===== config.mk =====
export PLATFORM = sky130hd
export DESIGN_NAME = sort_run_ctrl_flat
export DESIGN_NICKNAME = d
export VERILOG_FILES = /design/src/rtl/sort_run_ctrl_if.sv /design/src/rtl/sort_run_ctrl.sv /design/src/flat_wrapper.sv
export SDC_FILE = /design/constraint.sdc
export NUM_CORES = 1
export LEC_CHECK = 0
export CORE_AREA = 10 10 158 160
export DETAILED_ROUTE_END_ITERATION = 8
export DIE_AREA = 0 0 168 170
export PLACE_DENSITY = 0.69
export SETUP_SLACK_MARGIN = 0.1
export SKIP_LAST_GASP = 1
export SLEW_MARGIN = 40
export SYNTH_ARGS = -nofsm -noshare
export SYNTH_HDL_FRONTEND = slang
export SYNTH_SLANG_ARGS = --single-unit

===== constraint.sdc =====
create_clock -name clk -period 5.1 [get_ports clk]
set_clock_uncertainty 0.15 [all_clocks]
set_input_delay 1.02 -clock clk [delete_from_list [all_inputs] [get_ports clk]]
set_output_delay 1.02 -clock clk [all_outputs]
set_load 0.02 [all_outputs]

===== src/rtl/sort_run_ctrl_if.sv =====
// Element-load stream, shared data-memory port and result-dump stream of sort_run_ctrl.
// master = controller side, slave = source/memory/sink side.
interface sort_run_ctrl_if;
    logic        src_valid;
    logic [63:0] src_data;
    logic        src_ready;
    logic        mem_we;
    logic [63:0] mem_addr;
    logic [63:0] mem_wdata;
    logic [63:0] mem_rdata;
    logic        dump_valid;
    logic [63:0] dump_data;
    logic        dump_ready;

    modport master (
        input  src_valid, src_data, mem_rdata, dump_ready,
        output src_ready, mem_we, mem_addr, mem_wdata, dump_valid, dump_data
    );

    modport slave (
        output src_valid, src_data, mem_rdata, dump_ready,
        input  src_ready, mem_we, mem_addr, mem_wdata, dump_valid, dump_data
    );
endinterface


===== src/rtl/sort_run_ctrl.sv =====
// Load/run/dump sequencer for a sort program running on a processor that shares one data memory.
// Optional macro SORT_CHECK_EN adds a signed ascending-order checker on the dumped beats.
module sort_run_ctrl #(
    parameter int unsigned N_ELEM     = 8,
    parameter logic [63:0] BASE_ADDR  = 64'h0,
    parameter logic [63:0] END_PC     = 64'h0000_0000_0000_0080,
    parameter int unsigned MAX_CYCLES = 20000
) (
    input  logic            clk,
    input  logic            reset,
    input  logic            start,
    sort_run_ctrl_if.master bus,
    output logic            core_reset,
    output logic            mem_owner,
    input  logic [63:0]     pc,
    output logic            busy,
    output logic            done,
    output logic            timeout,
    output logic [31:0]     cycles,
    output logic            sorted_err
);
    typedef enum logic [2:0] {IDLE, LOAD, RUN, DUMP, DONE, TIMEOUT} state_t;

    localparam logic [7:0]  LAST_IDX  = 8'(N_ELEM - 1);
    localparam logic [31:0] CYCLE_LIM = 32'(MAX_CYCLES);

    state_t      state;
    logic [7:0]  idx;
    logic        pc_hit_prev;
    logic        pc_hit;
    logic        run_end;
    logic        src_xfer;
    logic        dump_accept;
    logic        restart;
    logic [31:0] cycles_inc;

    assign pc_hit      = (pc == END_PC);
    assign run_end     = pc_hit && pc_hit_prev;
    assign cycles_inc  = (cycles == 32'hFFFF_FFFF) ? cycles : cycles + 32'd1;
    assign src_xfer    = bus.src_valid && bus.src_ready;
    assign dump_accept = bus.dump_valid && bus.dump_ready;
    assign restart     = start && (state == IDLE || state == DONE || state == TIMEOUT);

    // Writes happen in the transfer cycle itself; src_ready is only high in LOAD.
    assign bus.mem_we    = src_xfer;
    assign bus.mem_addr  = BASE_ADDR + {53'd0, idx, 3'd0};
    assign bus.mem_wdata = bus.src_data;

    always_ff @(posedge clk or negedge reset) begin
        if (!reset) begin
            state          <= IDLE;
            idx            <= '0;
            pc_hit_prev    <= 1'b0;
            cycles         <= '0;
            core_reset     <= 1'b1;
            mem_owner      <= 1'b1;
            busy           <= 1'b0;
            done           <= 1'b0;
            timeout        <= 1'b0;
            bus.src_ready  <= 1'b0;
            bus.dump_valid <= 1'b0;
            bus.dump_data  <= '0;
        end else begin
            case (state)
                IDLE, DONE, TIMEOUT: begin
                    if (restart) begin
                        state         <= LOAD;
                        idx           <= '0;
                        cycles        <= '0;
                        done          <= 1'b0;
                        timeout       <= 1'b0;
                        busy          <= 1'b1;
                        bus.src_ready <= 1'b1;
                    end
                end
                LOAD: begin
                    if (src_xfer) begin
                        if (idx == LAST_IDX) begin
                            state         <= RUN;
                            idx           <= '0;
                            bus.src_ready <= 1'b0;
                            core_reset    <= 1'b0;
                            mem_owner     <= 1'b0;
                        end else begin
                            idx <= idx + 8'd1;
                        end
                    end
                end
                // The cycle that confirms the end is not counted; an end on the limit cycle beats the timeout.
                RUN: begin
                    pc_hit_prev <= pc_hit;
                    if (run_end) begin
                        state       <= DUMP;
                        core_reset  <= 1'b1;
                        mem_owner   <= 1'b1;
                        pc_hit_prev <= 1'b0;
                    end else begin
                        cycles <= cycles_inc;
                        if (cycles_inc >= CYCLE_LIM) begin
                            state       <= TIMEOUT;
                            timeout     <= 1'b1;
                            busy        <= 1'b0;
                            core_reset  <= 1'b1;
                            mem_owner   <= 1'b1;
                            pc_hit_prev <= 1'b0;
                        end
                    end
                end
                // Each beat: fetch at idx, present it, then hold until the sink accepts.
                DUMP: begin
                    if (!bus.dump_valid) begin
                        bus.dump_data  <= bus.mem_rdata;
                        bus.dump_valid <= 1'b1;
                    end else if (dump_accept) begin
                        bus.dump_valid <= 1'b0;
                        if (idx == LAST_IDX) begin
                            state <= DONE;
                            done  <= 1'b1;
                            busy  <= 1'b0;
                            idx   <= '0;
                        end else begin
                            idx <= idx + 8'd1;
                        end
                    end
                end
                default: state <= IDLE;
            endcase
        end
    end

`ifdef SORT_CHECK_EN
    logic signed [63:0] prev_beat;

    // Sticky flag: any accepted beat smaller (signed) than the one before it.
    always_ff @(posedge clk or negedge reset) begin
        if (!reset) begin
            sorted_err <= 1'b0;
            prev_beat  <= '0;
        end else if (restart) begin
            sorted_err <= 1'b0;
        end else if (dump_accept) begin
            prev_beat <= $signed(bus.dump_data);
            if (idx != 8'd0 && $signed(bus.dump_data) < prev_beat) begin
                sorted_err <= 1'b1;
            end
        end
    end
`else
    assign sorted_err = 1'b0;
`endif

endmodule

===== src/flat_wrapper.sv =====
// flat-port wrapper written by rule: the top's interface ports become plain ports
module sort_run_ctrl_flat 
#(
    parameter int unsigned N_ELEM     = 8,
    parameter logic [63:0] BASE_ADDR  = 64'h0,
    parameter logic [63:0] END_PC     = 64'h0000_0000_0000_0080,
    parameter int unsigned MAX_CYCLES = 20000
)
  (clk, reset, start, core_reset, mem_owner, pc, busy, done, timeout, cycles, sorted_err, bus_src_valid, bus_src_data, bus_mem_rdata, bus_dump_ready, bus_src_ready, bus_mem_we, bus_mem_addr, bus_mem_wdata, bus_dump_valid, bus_dump_data);
  sort_run_ctrl_if bus_i ();
  input  logic clk;
  input  logic reset;
  input  logic start;
  output logic core_reset;
  output logic mem_owner;
  input  logic [63:0] pc;
  output logic busy;
  output logic done;
  output logic timeout;
  output logic [31:0] cycles;
  output logic sorted_err;
  input wire logic [$bits(bus_i.src_valid)-1:0] bus_src_valid;
  input wire logic [$bits(bus_i.src_data)-1:0] bus_src_data;
  input wire logic [$bits(bus_i.mem_rdata)-1:0] bus_mem_rdata;
  input wire logic [$bits(bus_i.dump_ready)-1:0] bus_dump_ready;
  output wire logic [$bits(bus_i.src_ready)-1:0] bus_src_ready;
  output wire logic [$bits(bus_i.mem_we)-1:0] bus_mem_we;
  output wire logic [$bits(bus_i.mem_addr)-1:0] bus_mem_addr;
  output wire logic [$bits(bus_i.mem_wdata)-1:0] bus_mem_wdata;
  output wire logic [$bits(bus_i.dump_valid)-1:0] bus_dump_valid;
  output wire logic [$bits(bus_i.dump_data)-1:0] bus_dump_data;
  assign bus_i.src_valid = bus_src_valid;
  assign bus_i.src_data = bus_src_data;
  assign bus_i.mem_rdata = bus_mem_rdata;
  assign bus_i.dump_ready = bus_dump_ready;
  assign bus_src_ready = bus_i.src_ready;
  assign bus_mem_we = bus_i.mem_we;
  assign bus_mem_addr = bus_i.mem_addr;
  assign bus_mem_wdata = bus_i.mem_wdata;
  assign bus_dump_valid = bus_i.dump_valid;
  assign bus_dump_data = bus_i.dump_data;
  sort_run_ctrl #(.N_ELEM(N_ELEM), .BASE_ADDR(BASE_ADDR), .END_PC(END_PC), .MAX_CYCLES(MAX_CYCLES)) u_core (.clk(clk), .reset(reset), .start(start), .bus(bus_i), .core_reset(core_reset), .mem_owner(mem_owner), .pc(pc), .busy(busy), .done(done), .timeout(timeout), .cycles(cycles), .sorted_err(sorted_err));
endmodule

; Yosys cells after proc, flatten, opt, wreduce, memory -nomap -nowiden
; Index checks and enable logic that the tools add are counted.
[word_totals]
regBits = 114
input_bits = 197
[classes]
n_addsub = 2
magnitude_cmp = 1
n_eq_ne = 17
mux = 42
bitwise = 1
n_reduce_logical = 23
[ops]
columns = cell, count
row1 = two-way mux 32 bit, 3
row2 = "== test 64 x 8 -> 1 bit, second input constant", 1
row3 = case mux 32 bit (2 select lines), 1
row4 = two-way mux 8 bit, 5
row5 = "adder 32 x 1 -> 32 bit, second input constant", 1
row6 = "== test 32 bit, second input constant", 1
row7 = ">= comparator 32 x 15 -> 1 bit, second input constant", 1
row8 = two-way mux 3 bit, 8
row9 = case mux 8 bit (3 select lines), 1
row10 = two-way mux 1 bit, 18
row11 = AND reduction 7 bit, 2
row12 = "!= test 2 x 1 -> 1 bit, second input constant", 6
row13 = case mux 3 bit (4 select lines), 1
row14 = AND reduction 4 bit, 3
row15 = AND reduction 5 bit, 2
row16 = "adder 8 x 1 -> 8 bit, second input constant", 1
row17 = "== test 8 x 3 -> 1 bit, second input constant", 1
row18 = case mux 1 bit (2 select lines), 4
row19 = nonzero test 2 bit, 4
row20 = "== test 3 x 2 -> 1 bit, second input constant", 2
row21 = "== test 3 bit, second input constant", 2
row22 = nonzero test 3 bit, 2
row23 = logical AND 1 bit, 4
row24 = "!= test 2 bit, second input constant", 2
row25 = other kinds (9), 10

; Logic depth before layout (Yosys ltp)
; Gate-level depths: netlist (run 1).
[logic_depth]
depth_word = 6
depth_mapped = 10
depth_no_buf = 9

; Worst setup path before layout (run 1)
; OpenSTA, ideal clock, no wires.
[synth_timing]
kind = input-to-reg
start = input pc[37]
end = register u_core.cycles[26]
arrival_ns = 2.889
required_time_ns = 4.814
slack_ns = 1.925
stages = 9
n_path_buf = 2
path_cell_list = nor4_1 > nand4_1 > nor4_1 > a21o_1 > clkbuf_1 > buf_1 > nor2_1 > o21ai_0 > o31ai_1
[synth_via]
elab_chain_cells = 4
[synth_lines]
columns = element, line_no
row1 = "start, declared", flat_wrapper.sv:16  ; input logic [63:0] pc;
row2 = == test 64 x 8 -> 1 bit, sort_run_ctrl.sv:37  ; assign pc_hit = (pc == END_PC);
row3 = logical AND 1 bit, sort_run_ctrl.sv:38  ; assign run_end = pc_hit && pc_hit_prev;
row4 = != test 2 bit (no source line), --
row5 = AND reduction 3 bit (no source line), --
row6 = "end signal, assigned", sort_run_ctrl.sv:98  ; cycles <= cycles_inc;
row7 = "end, declared", sort_run_ctrl.sv:19  ; output logic [31:0] cycles,
; No other way between the ends.
; A chain may end at the register's enable or synchronous reset.

; Worst setup path after layout (run 1)
[layout_timing]
start = input pc[6]
end = register u_core.cycles[2]
; The elaborated chain is that of the path after synthesis.

==> results.sh, run 1 <==
export IMPL_worst_path_most_repeated_cell="nor2_1"
export IMPL_worstHoldStart="u_core.bus.dump_data[49]$_DFFE_PN0P_"
export IMPL_clk_pin_slew_worst_paths_ps=60
export IMPL_worstSetupEndpointType="flop"
export IMPL_cp_cell_sequence="clkdlybuf4s50_1 > nor4_1 > nand4_1 > nor4_2 > a21o_1 > nor2_1 > nand2_1 > xor2_1 > nor2_1"
export IMPL_via_per_inst=5.12
export IMPL_clockBufferDepth=2
export IMPL_grt_overflow_total=0
export IMPL_rr_startpoint="u_core.cycles[12]$_DFFE_PN0P_"
export IMPL_die_width_um=168
export IMPL_syn_area_per_cell_sq_um=9.61
export IMPL_detail_route_antenna_nets=0
export IMPL_fin_setup_tns_ps=0
export IMPL_tightest_slew_ps=854
export IMPL_design_area_sq_um=9520
export IMPL_crit_fanout=16
export IMPL_clock_fmax_mhz=272
export IMPL_synth_compound_area_share=0.0994
export IMPL_route_detailed_drc=0
export IMPL_clock_sinks=114
export IMPL_cts_setup_buffers=0
export IMPL_setup_violations=0
export IMPL_drive_above_1_share=0.136
export IMPL_gp_congestion=0.913
export IMPL_synth_simple_gate_area_share=0.206
export IMPL_synth_seq_cells=114
export IMPL_synth_edf_count=0
export IMPL_path_delay_family="simple AND/OR/NAND/NOR gates"
export IMPL_core_area_sq_um=21700
export IMPL_reg2reg_setup_slack_ps=1540
export IMPL_hpwl_um=18500
export IMPL_die_h_um=170
export IMPL_yosysSeqAreaShare=0.413
export IMPL_wl_per_cell_um=20.1
export IMPL_crit_cells=9
export IMPL_rsz0062_at_grt="false"
export IMPL_required_ps=5230
export IMPL_p_per_area_nw_per_um2=428
export IMPL_cts_root_buf="clkbuf_16"
export IMPL_tritoncts="done"
export IMPL_slowest_delay_ps=590
export IMPL_ctsResizeCount=0
export IMPL_synth_xor_area_frac=0.0139
export IMPL_syn_area_sq_um=6910
export IMPL_synth_top_family_by_area="simple AND/OR/NAND/NOR gates"
export IMPL_path_class="in -> reg"
export IMPL_leakagePower_nw=3.95
export IMPL_mostFrequentLayoutCell="clkdlybuf4s50_1"
export IMPL_cts_buffers=17
export IMPL_reg2reg_depth=8
export IMPL_grt_pass1_wl_um=35900
export IMPL_slew_viol_final=0
export IMPL_grt_usage=0.157
export IMPL_hold_class="reg -> reg"
export IMPL_row_count=54
export IMPL_vias=6082
export IMPL_cts_hold_fix_buffers=0
export IMPL_ir_worst_vdd_v=0.000209
export IMPL_hold_slack_ps=353
export IMPL_yosysWarnings=0
export IMPL_postSynthCellCount=719
export IMPL_dpl_cell_area_sq_um=8960
export IMPL_area_growth_pct=37.7
export IMPL_finalCriticalPeriod_ps=3680
export IMPL_post_route_period_util=0.721
export IMPL_cap_violations=0
export IMPL_cpMaxStageDelayCell="nor4_2"
export IMPL_rr_endpoint="u_core.state[2]$_DFFE_PN0P_"
export IMPL_status="finished, final reports clean"
export IMPL_first_pass_iters=5
export IMPL_slew_headroom=0.426
export IMPL_whs_endpoint="u_core.bus.dump_data[49]$_DFFE_PN0P_"
export IMPL_io_pins=430
export IMPL_ys_flop_type="dfrtp_1"
export IMPL_grt_pass1_vias=6093
export IMPL_crit_buf_inv=1
export IMPL_drt_iter0_markers=574
export IMPL_layout_common_cells="clkdlybuf4s50_1 (243), dfrtp_1 (113), mux2_2 (66)"
export IMPL_ys_async_sr_fraction=1.00
export IMPL_diodes=0
export IMPL_io_buffers=244
export IMPL_hold_depth=1
export IMPL_drt_total_wl_um=23800
export IMPL_synthMuxAreaShare=0.110
export IMPL_htree_levels=4
export IMPL_antenna_found_initial=0
export IMPL_clock_latency_ps=410
export IMPL_synth_distinct_cells=69
export IMPL_dieArea_sq_um=28600
export IMPL_cp_start_kind="primary input"
export IMPL_synth_adder_area_share=0.00362
export IMPL_grt_max_degree=115
export IMPL_hold_violations=0
export IMPL_nets=1093
export IMPL_crit_arrival_ps=3810
export IMPL_initial_core_util=0.319
## worst reg2reg max path, delay by kind of cell, from the launching register on
family	cells	cell delay, ps
AOI/OAI and AO/OA	3	610
xor gates and xnor gates	1	250
DFF	1	650
and+or+nand+nor	4	1770
## cells by family after synthesis
kind of cell	count (synthesis)
AO/OA/AOI/OAI	107
XOR/XNOR	11
adder cells (fa/ha/maj)	2
buffers and inverters	157
flip-flops	114
multiplexers	68
other	1
AND/OR/NAND/NOR	259
## cell usage after synthesis (all sizes together) (18+ instances only)
cell type | instances | area share
buf | 129 | 0.14
nand4 | 28 | 0.026
a21oi | 18 | 0.013
nor2 | 46 | 0.025
clkbuf | 22 | 0.012
nor3 | 19 | 0.016
nand3 | 35 | 0.027
o21ai | 46 | 0.033
mux2 | 66 | 0.11
nand2 | 52 | 0.028
nor4 | 30 | 0.032
dfrtp | 113 | 0.41
## per-stage QoR
stage           util  worst slack, ps  cells  power [W]
2_1_floorplan      -             1920    775    0.00226
3_3_place_gp   0.412              610   1154    0.00294
3_5_place_dp   0.413              833   1155    0.00298
4_1_cts        0.439             1260   1187    0.00412
5_1_grt        0.439             1170   1187    0.00429
6_report       0.439             1420   1187    0.00407
## final cells by class
type                            instances  area [sq um]
Clock buffer                           20           447
Clock inverter                         12           109
Fill cell                            2072         12200
Inverter                                6          22.5
Multi-Input combinational cell        504          3220
Sequential cell                       114          2850
Tap cell                              280           350
Timing Repair Buffer                  251          2510
## worst max path at each step
stage | startpoint | endpoint | slack [ps]
after floorplan | pc[37] | u_core.cycles[26]$_DFFE_PN0P_ | 1920
after global placement | pc[6] | u_core.cycles[2]$_DFFE_PN0P_ | 610
after detailed placement | pc[6] | u_core.cycles[2]$_DFFE_PN0P_ | 830
after CTS | pc[6] | u_core.cycles[2]$_DFFE_PN0P_ | 1260
after global routing | pc[6] | u_core.cycles[2]$_DFFE_PN0P_ | 1170
final | pc[6] | u_core.cycles[2]$_DFFE_PN0P_ | 1420
## report_power, final
| part | leakage, nW | switching [W] | internal (W) |
|---|---|---|---|
| logic | 2.15 | 0.000839 | 0.000790 |
| registers | 1.54 | 0.000162 | 0.00116 |
| clock network | 0.259 | 0.000440 | 0.000682 |
## sequential cells by signal, indices dropped and copies added (netlist names)
signal / count
u_core.state: 3
u_core.bus.dump_valid: 1
u_core.bus.src_ready: 1
u_core.timeout: 1
u_core.idx: 8
u_core.cycles: 32
u_core.bus.dump_data: 64
u_core.core_reset: 1
u_core.busy: 1
u_core.done: 1
u_core.pc_hit_prev: 1
## per-layer routing
metal,vias to the layer above,routed length (um),global-route usage
li1,2771,-,-
met1,2943,10000,0.196
met2,342,11300,0.255
met3,26,2180,0.0553
met4,0,266,0.0371
met5,-,0,0
Note: power is estimated with default switching activity, not from simulation.
==> inputs of run 2 (changes only) <==
--- a/config.mk
+++ b/config.mk
@@ -5,10 +5,10 @@
 export SDC_FILE = /design/constraint.sdc
 export NUM_CORES = 1
 export LEC_CHECK = 0
-export CORE_AREA = 10 10 158 160
+export CORE_AREA = 10 10 159 161
 export DETAILED_ROUTE_END_ITERATION = 8
-export DIE_AREA = 0 0 168 170
-export PLACE_DENSITY = 0.69
+export DIE_AREA = 0 0 169 171
+export PLACE_DENSITY = 0.68
 export SETUP_SLACK_MARGIN = 0.1
 export SKIP_LAST_GASP = 1
 export SLEW_MARGIN = 40
==> constraint.sdc (replaced) <==
create_clock -name clk -period 3.9 [get_ports clk]
set_clock_uncertainty 0.15 [all_clocks]
set_input_delay 0.78 -clock clk [delete_from_list [all_inputs] [get_ports clk]]
set_output_delay 0.78 -clock clk [all_outputs]
set_load 0.02 [all_outputs]
==> run 2 against run 1 <==
  * Critical path depth stayed put
  * Clock power grew 54%
  * Combinational power is 31% higher
  * First-iteration DRC count fell by 2.8%
  * Count of clock-buffer cells in the layout decreased by 1
  * Global-route usage increased by 0.52 points
  * Total power up 37%
  * Cell count up 1.2%
  * Flip-flop and latch count unchanged
  * Wire length is 5.7% higher
  * Worst setup slack got worse by 920 ps
  * Hold slack got worse by 170 ps
  * Critical endpoint is now u_core.pc_hit_prev$_DFFE_PN0P_
==> results.sh, run 2 (synthesized netlist as in run 1, its figures left out) <==
export IMPL_post_route_period_util=0.873
export IMPL_grt_pass1_wl_um=36400
export IMPL_clk_pin_slew_worst_paths_ps=60
export IMPL_slew_headroom=0.566
export IMPL_tightest_slew_ps=646
export IMPL_vias=6173
export IMPL_grt_pass1_vias=5905
export IMPL_ctsResizeCount=0
export IMPL_crit_fanout=8
export IMPL_status="finished, final reports clean"
export IMPL_clock_latency_ps=420
export IMPL_hold_class="in -> async"
export IMPL_grt_usage=0.162
export IMPL_dieArea_sq_um=28900
export IMPL_cts_buffers=17
export IMPL_cap_violations=0
export IMPL_grt_overflow_total=0
export IMPL_nets=1102
export IMPL_gp_congestion=0.925
export IMPL_required_ps=4100
export IMPL_cts_root_buf="clkbuf_16"
export IMPL_largest_register_ffs=64
export IMPL_diodes=0
export IMPL_fill_cells=2112
export IMPL_via_per_inst=5.14
export IMPL_fin_cells=1201
export IMPL_worstSetupEndpointType="flop"
export IMPL_p_per_area_nw_per_um2=577
export IMPL_area_growth_pct=39.7
export IMPL_top_register="u_core.bus.dump_data"
export IMPL_seqCellArea_sq_um=2850
export IMPL_mostFrequentLayoutCell="clkdlybuf4s50_1"
export IMPL_grt_max_degree=59
export IMPL_hold_slack_ps=184
export IMPL_drt_total_wl_um=25200
export IMPL_die_h_um=171
export IMPL_htree_levels=4
export IMPL_clockBufferDepth=2
export IMPL_path_class="reg -> reg"
export IMPL_reg_top3="u_core.bus.dump_data x64, u_core.cycles x32, u_core.idx x8"
export IMPL_route_detailed_drc=0
export IMPL_first_pass_iters=8
export IMPL_io_pins=430
export IMPL_initial_core_util=0.311
export IMPL_clock_fmax_mhz=294
export IMPL_crit_arrival_ps=3600
export IMPL_hpwl_um=19600
export IMPL_io_buffers=244
export IMPL_wl_per_cell_um=21.0
export IMPL_fin_setup_tns_ps=0
export IMPL_setup_violations=0
export IMPL_detail_route_antenna_nets=0
export IMPL_cts_hold_fix_buffers=0
export IMPL_row_count=55
export IMPL_rsz0062_at_grt="false"
export IMPL_ir_worst_vdd_v=0.000235
export IMPL_antenna_found_initial=0
export IMPL_layout_common_cells="clkdlybuf4s50_1 (243), dfrtp_1 (113), mux2_2 (66)"
export IMPL_leakagePower_nw=4.04
export IMPL_finalPower_w=0.00557
export IMPL_hold_violations=0
export IMPL_clock_sinks=114
export IMPL_multi_input_comb_area_sq_um=3220
export IMPL_cts_setup_buffers=0
export IMPL_slew_viol_final=0
export IMPL_finalCriticalPeriod_ps=3400
export IMPL_cp_start_kind="flop"
export IMPL_core_area_sq_um=22200
export IMPL_die_width_um=169
export IMPL_tritoncts="done"
export IMPL_drt_iter0_markers=558
export IMPL_drive_above_1_share=0.144
export IMPL_dp_cells=1169
==> run 2: metrics by stage <==
| stage | utilization | instance area, sq um | setup WS (ps) |
|---|---|---|---|
| after global routing | 0.434 | 9650 | 328 |
| after global placement | 0.405 | 9010 | 271 |
| after floorplan | - | 7120 | 848 |
| final | 0.434 | 9650 | 496 |
| after detailed placement | 0.405 | 9010 | 303 |
| after CTS | 0.434 | 9650 | 542 |
==> run 2: cell type report <==
| type | count | area share |
|---|---|---|
| Multi-Input combinational cell | 504 | 0.333 |
| Clock buffer | 19 | 0.0459 |
| Timing Repair Buffer | 260 | 0.266 |
| Inverter | 6 | 0.00233 |
| Tap cell | 285 | 0.0369 |
| Clock inverter | 13 | 0.0203 |
| Sequential cell | 114 | 0.296 |
==> run 2: worst paths after layout <==
kind	start	to	slack [ps]	cells after the start
min reg2reg	u_core.timeout$_DFFE_PN0P_	u_core.timeout$_DFFE_PN0P_	330	2
min in group clk	u_core.timeout$_DFFE_PN0P_	u_core.timeout$_DFFE_PN0P_	330	2
max	u_core.cycles[0]$_DFFE_PN0P_	u_core.pc_hit_prev$_DFFE_PN0P_	500	9
max in group asynchronous	reset	u_core.bus.dump_data[3]$_DFFE_PN0P_	2580	2
min	reset	u_core.cycles[2]$_DFFE_PN0P_	180	1
max reg2reg	u_core.cycles[0]$_DFFE_PN0P_	u_core.pc_hit_prev$_DFFE_PN0P_	500	9
==> run 2: where the power goes <==
group	switching, W	total, W	internal (W)
sequential	0.000204	0.00172	0.00151
clock	0.000617	0.00172	0.00110
combinational	0.00111	0.00214	0.00103
total	0.00193	0.00557	0.00364
==> run 2: layer usage <==
| layer | up-vias | routed length, um | global-route usage | share of wire |
|---|---|---|---|---|
| met5 | - | 0 | 0 | 0 |
| met4 | 0 | 301 | 0.0353 | 0.012 |
| met3 | 37 | 2550 | 0.0610 | 0.10 |
| met2 | 370 | 11400 | 0.249 | 0.45 |
| met1 | 2958 | 10900 | 0.212 | 0.43 |
| li1 | 2808 | - | - | - |
==> run 2: critical path, stage by stage, from the launching register on <==
cell and delay (ps):
dfrtp_1 440, ha_1 270, nand4_2 270, nor3_2 550, and3_1 360, nor2_1 120, mux2i_1 290, nand4_1 140
nor4_1 510, a31o_1 220
==> inputs of run 3 (changes only) <==
--- a/config.mk
+++ b/config.mk
@@ -5,10 +5,10 @@
 export SDC_FILE = /design/constraint.sdc
 export NUM_CORES = 1
 export LEC_CHECK = 0
-export CORE_AREA = 10 10 159 161
+export CORE_AREA = 10 10 161 163
 export DETAILED_ROUTE_END_ITERATION = 8
-export DIE_AREA = 0 0 169 171
-export PLACE_DENSITY = 0.68
+export DIE_AREA = 0 0 171 173
+export PLACE_DENSITY = 0.67
 export SETUP_SLACK_MARGIN = 0.1
 export SKIP_LAST_GASP = 1
 export SLEW_MARGIN = 40
==> run 3 against run 2 <==
  * Sequential power hardly changed
  * Non-clock buffer count rose by 4
  * Maximum frequency down 1.0%
  * Core utilization shrank 0.78 points
  * Register-to-register slack lost 30 ps
  * Cell area is 0.27% lower
  * Die area is 2.4% higher
  * Worst setup slack got worse by 35 ps
  * Via count down 2.7%
  * Highest routed layer unchanged
==> results.sh, run 3 (synthesized netlist as in run 1, its figures left out) <==
export IMPL_required_ps=4100
export IMPL_worstSetupEndpointType="flop"
export IMPL_route_detailed_drc=0
export IMPL_p_int_w=0.00340
export IMPL_crit_arrival_ps=3640
export IMPL_ir_worst_vdd_v=0.000306
export IMPL_vias=6007
export IMPL_power_frac_comb=0.401
export IMPL_first_pass_iters=5
export IMPL_grt_pass1_vias=6034
export IMPL_finalPower_w=0.00536
export IMPL_post_route_period_util=0.882
export IMPL_top_register="u_core.bus.dump_data"
export IMPL_seq_power_share=0.322
export IMPL_status="finished, final reports clean"
export IMPL_slew_viol_final=0
export IMPL_clock_latency_ps=420
export IMPL_cap_violations=0
export IMPL_drt_iter0_markers=511
export IMPL_tightest_slew_ps=620
export IMPL_largest_register_ffs=64
export IMPL_cts_buffers=17
export IMPL_grt_pass1_wl_um=35800
export IMPL_cts_hold_fix_buffers=0
export IMPL_io_pins=430
export IMPL_fin_cells=1205
export IMPL_grt_overflow_total=0
export IMPL_gp_congestion=0.920
export IMPL_htree_levels=4
export IMPL_finalCriticalPeriod_ps=3440
export IMPL_nets=1106
export IMPL_ctsResizeCount=0
export IMPL_mostFrequentLayoutCell="clkdlybuf4s50_1"
export IMPL_wl_per_cell_um=19.8
export IMPL_p_per_area_nw_per_um2=557
export IMPL_drt_total_wl_um=23900
export IMPL_clk_pin_slew_worst_paths_ps=60
export IMPL_fin_setup_tns_ps=0
export IMPL_grt_max_degree=65
export IMPL_cts_setup_buffers=0
export IMPL_cts_root_buf="clkbuf_16"
export IMPL_dp_cells=1173
export IMPL_tritoncts="done"
export IMPL_cp_cell_sequence="ha_1 > and4_1 > nand3_1 > nor3_1 > a2bb2oi_1 > nor4_1 > nand3_1 > nor4_1 > a31o_1"
export IMPL_setup_violations=0
export IMPL_cp_start_kind="flop"
export IMPL_switchingPower_w=0.00196
export IMPL_die_h_um=173
export IMPL_io_buffers=244
export IMPL_die_width_um=171
export IMPL_antenna_found_initial=0
export IMPL_rsz0062_at_grt="false"
export IMPL_initial_core_util=0.306
export IMPL_hold_violations=0
export IMPL_pwr_share_clk=0.277
export IMPL_clock_fmax_mhz=291
export IMPL_slowest_delay_ps=490
export IMPL_core_area_sq_um=22600
export IMPL_hpwl_um=18800
export IMPL_clockBufferDepth=2
export IMPL_via_per_inst=4.99
export IMPL_swShare=0.365
export IMPL_layout_common_cells="clkdlybuf4s50_1 (243), dfrtp_1 (113), mux2_2 (66)"
export IMPL_clock_sinks=114
export IMPL_hold_class="in -> async"
export IMPL_row_count=55
export IMPL_diodes=0
export IMPL_grt_usage=0.153
export IMPL_reg_top3="u_core.bus.dump_data x64, u_core.cycles x32, u_core.idx x8"
export IMPL_path_class="reg -> reg"
export IMPL_dieArea_sq_um=29600
export IMPL_area_growth_pct=39.3
export IMPL_crit_fanout=8
export IMPL_setup_ws_ps=461
export IMPL_leakagePower_nw=4.02
export IMPL_cpMaxStageDelayCell="nor3_1"
export IMPL_hold_slack_ps=212
export IMPL_detail_route_antenna_nets=0
export IMPL_dp_worst_setup_slack_ps=110
export IMPL_drive_above_1_share=0.149
export IMPL_slew_headroom=0.585
[run 3: final cells by class]
cell class,instances,area [sq um]
clock buffer,18,439
clock inverter,14,123
fill,2205,12900
inverter,6,22.5
multi-input combinational,504,3220
sequential,114,2850
tap,285,357
timing repair buffer,264,2620
[run 3: layer usage]
layer | GRT usage | up-vias | part of all wire
met5 | 0 | - | 0
met2 | 0.253 | 315 | 0.48
li1 | - | 2810 | -
met1 | 0.180 | 2862 | 0.40
met4 | 0.0352 | 0 | 0.0097
met3 | 0.0604 | 20 | 0.11
[run 3: final timing paths]
check                      depth (start not counted)                    startpoint                                   to  slack, ps
hold reg to reg                                    2    u_core.timeout$_DFFE_PN0P_           u_core.timeout$_DFFE_PN0P_        330
hold / removal                                     1                         reset        u_core.cycles[10]$_DFFE_PN0P_        210
setup reg to reg                                   9  u_core.cycles[1]$_DFFE_PN0P_       u_core.pc_hit_prev$_DFFE_PN0P_        460
min in group clk                                   2    u_core.timeout$_DFFE_PN0P_           u_core.timeout$_DFFE_PN0P_        330
setup / recovery                                   9  u_core.cycles[1]$_DFFE_PN0P_       u_core.pc_hit_prev$_DFFE_PN0P_        460
max in group asynchronous                          2                         reset  u_core.bus.dump_data[8]$_DFFE_PN0P_       2560
[run 3: critical path: cells and delay by family, from the launching register on]
kind            cells  cell delay [ps]
compound gates      2              410
simple gates        6             2090
flops               1              470
fa+ha+maj           1              270
[run 3: stage by stage]
stage          instance area [sq um]  utilization
2_1_floorplan                   7120            -
3_3_place_gp                    9060        0.402
3_5_place_dp                    9060        0.402
4_1_cts                         9630        0.426
5_1_grt                         9630        0.426
6_report                        9630        0.426
[run 3: power groups by stage]
stage | registers, W | clock network [W] | logic, W
2_1_floorplan | 0.00209 | 0 | 0.000863
3_3_place_gp | 0.00174 | 0 | 0.00215
3_5_place_dp | 0.00176 | 0 | 0.00217
4_1_cts | 0.00173 | 0.00152 | 0.00218
5_1_grt | 0.00177 | 0.00158 | 0.00229
6_report | 0.00173 | 0.00148 | 0.00215
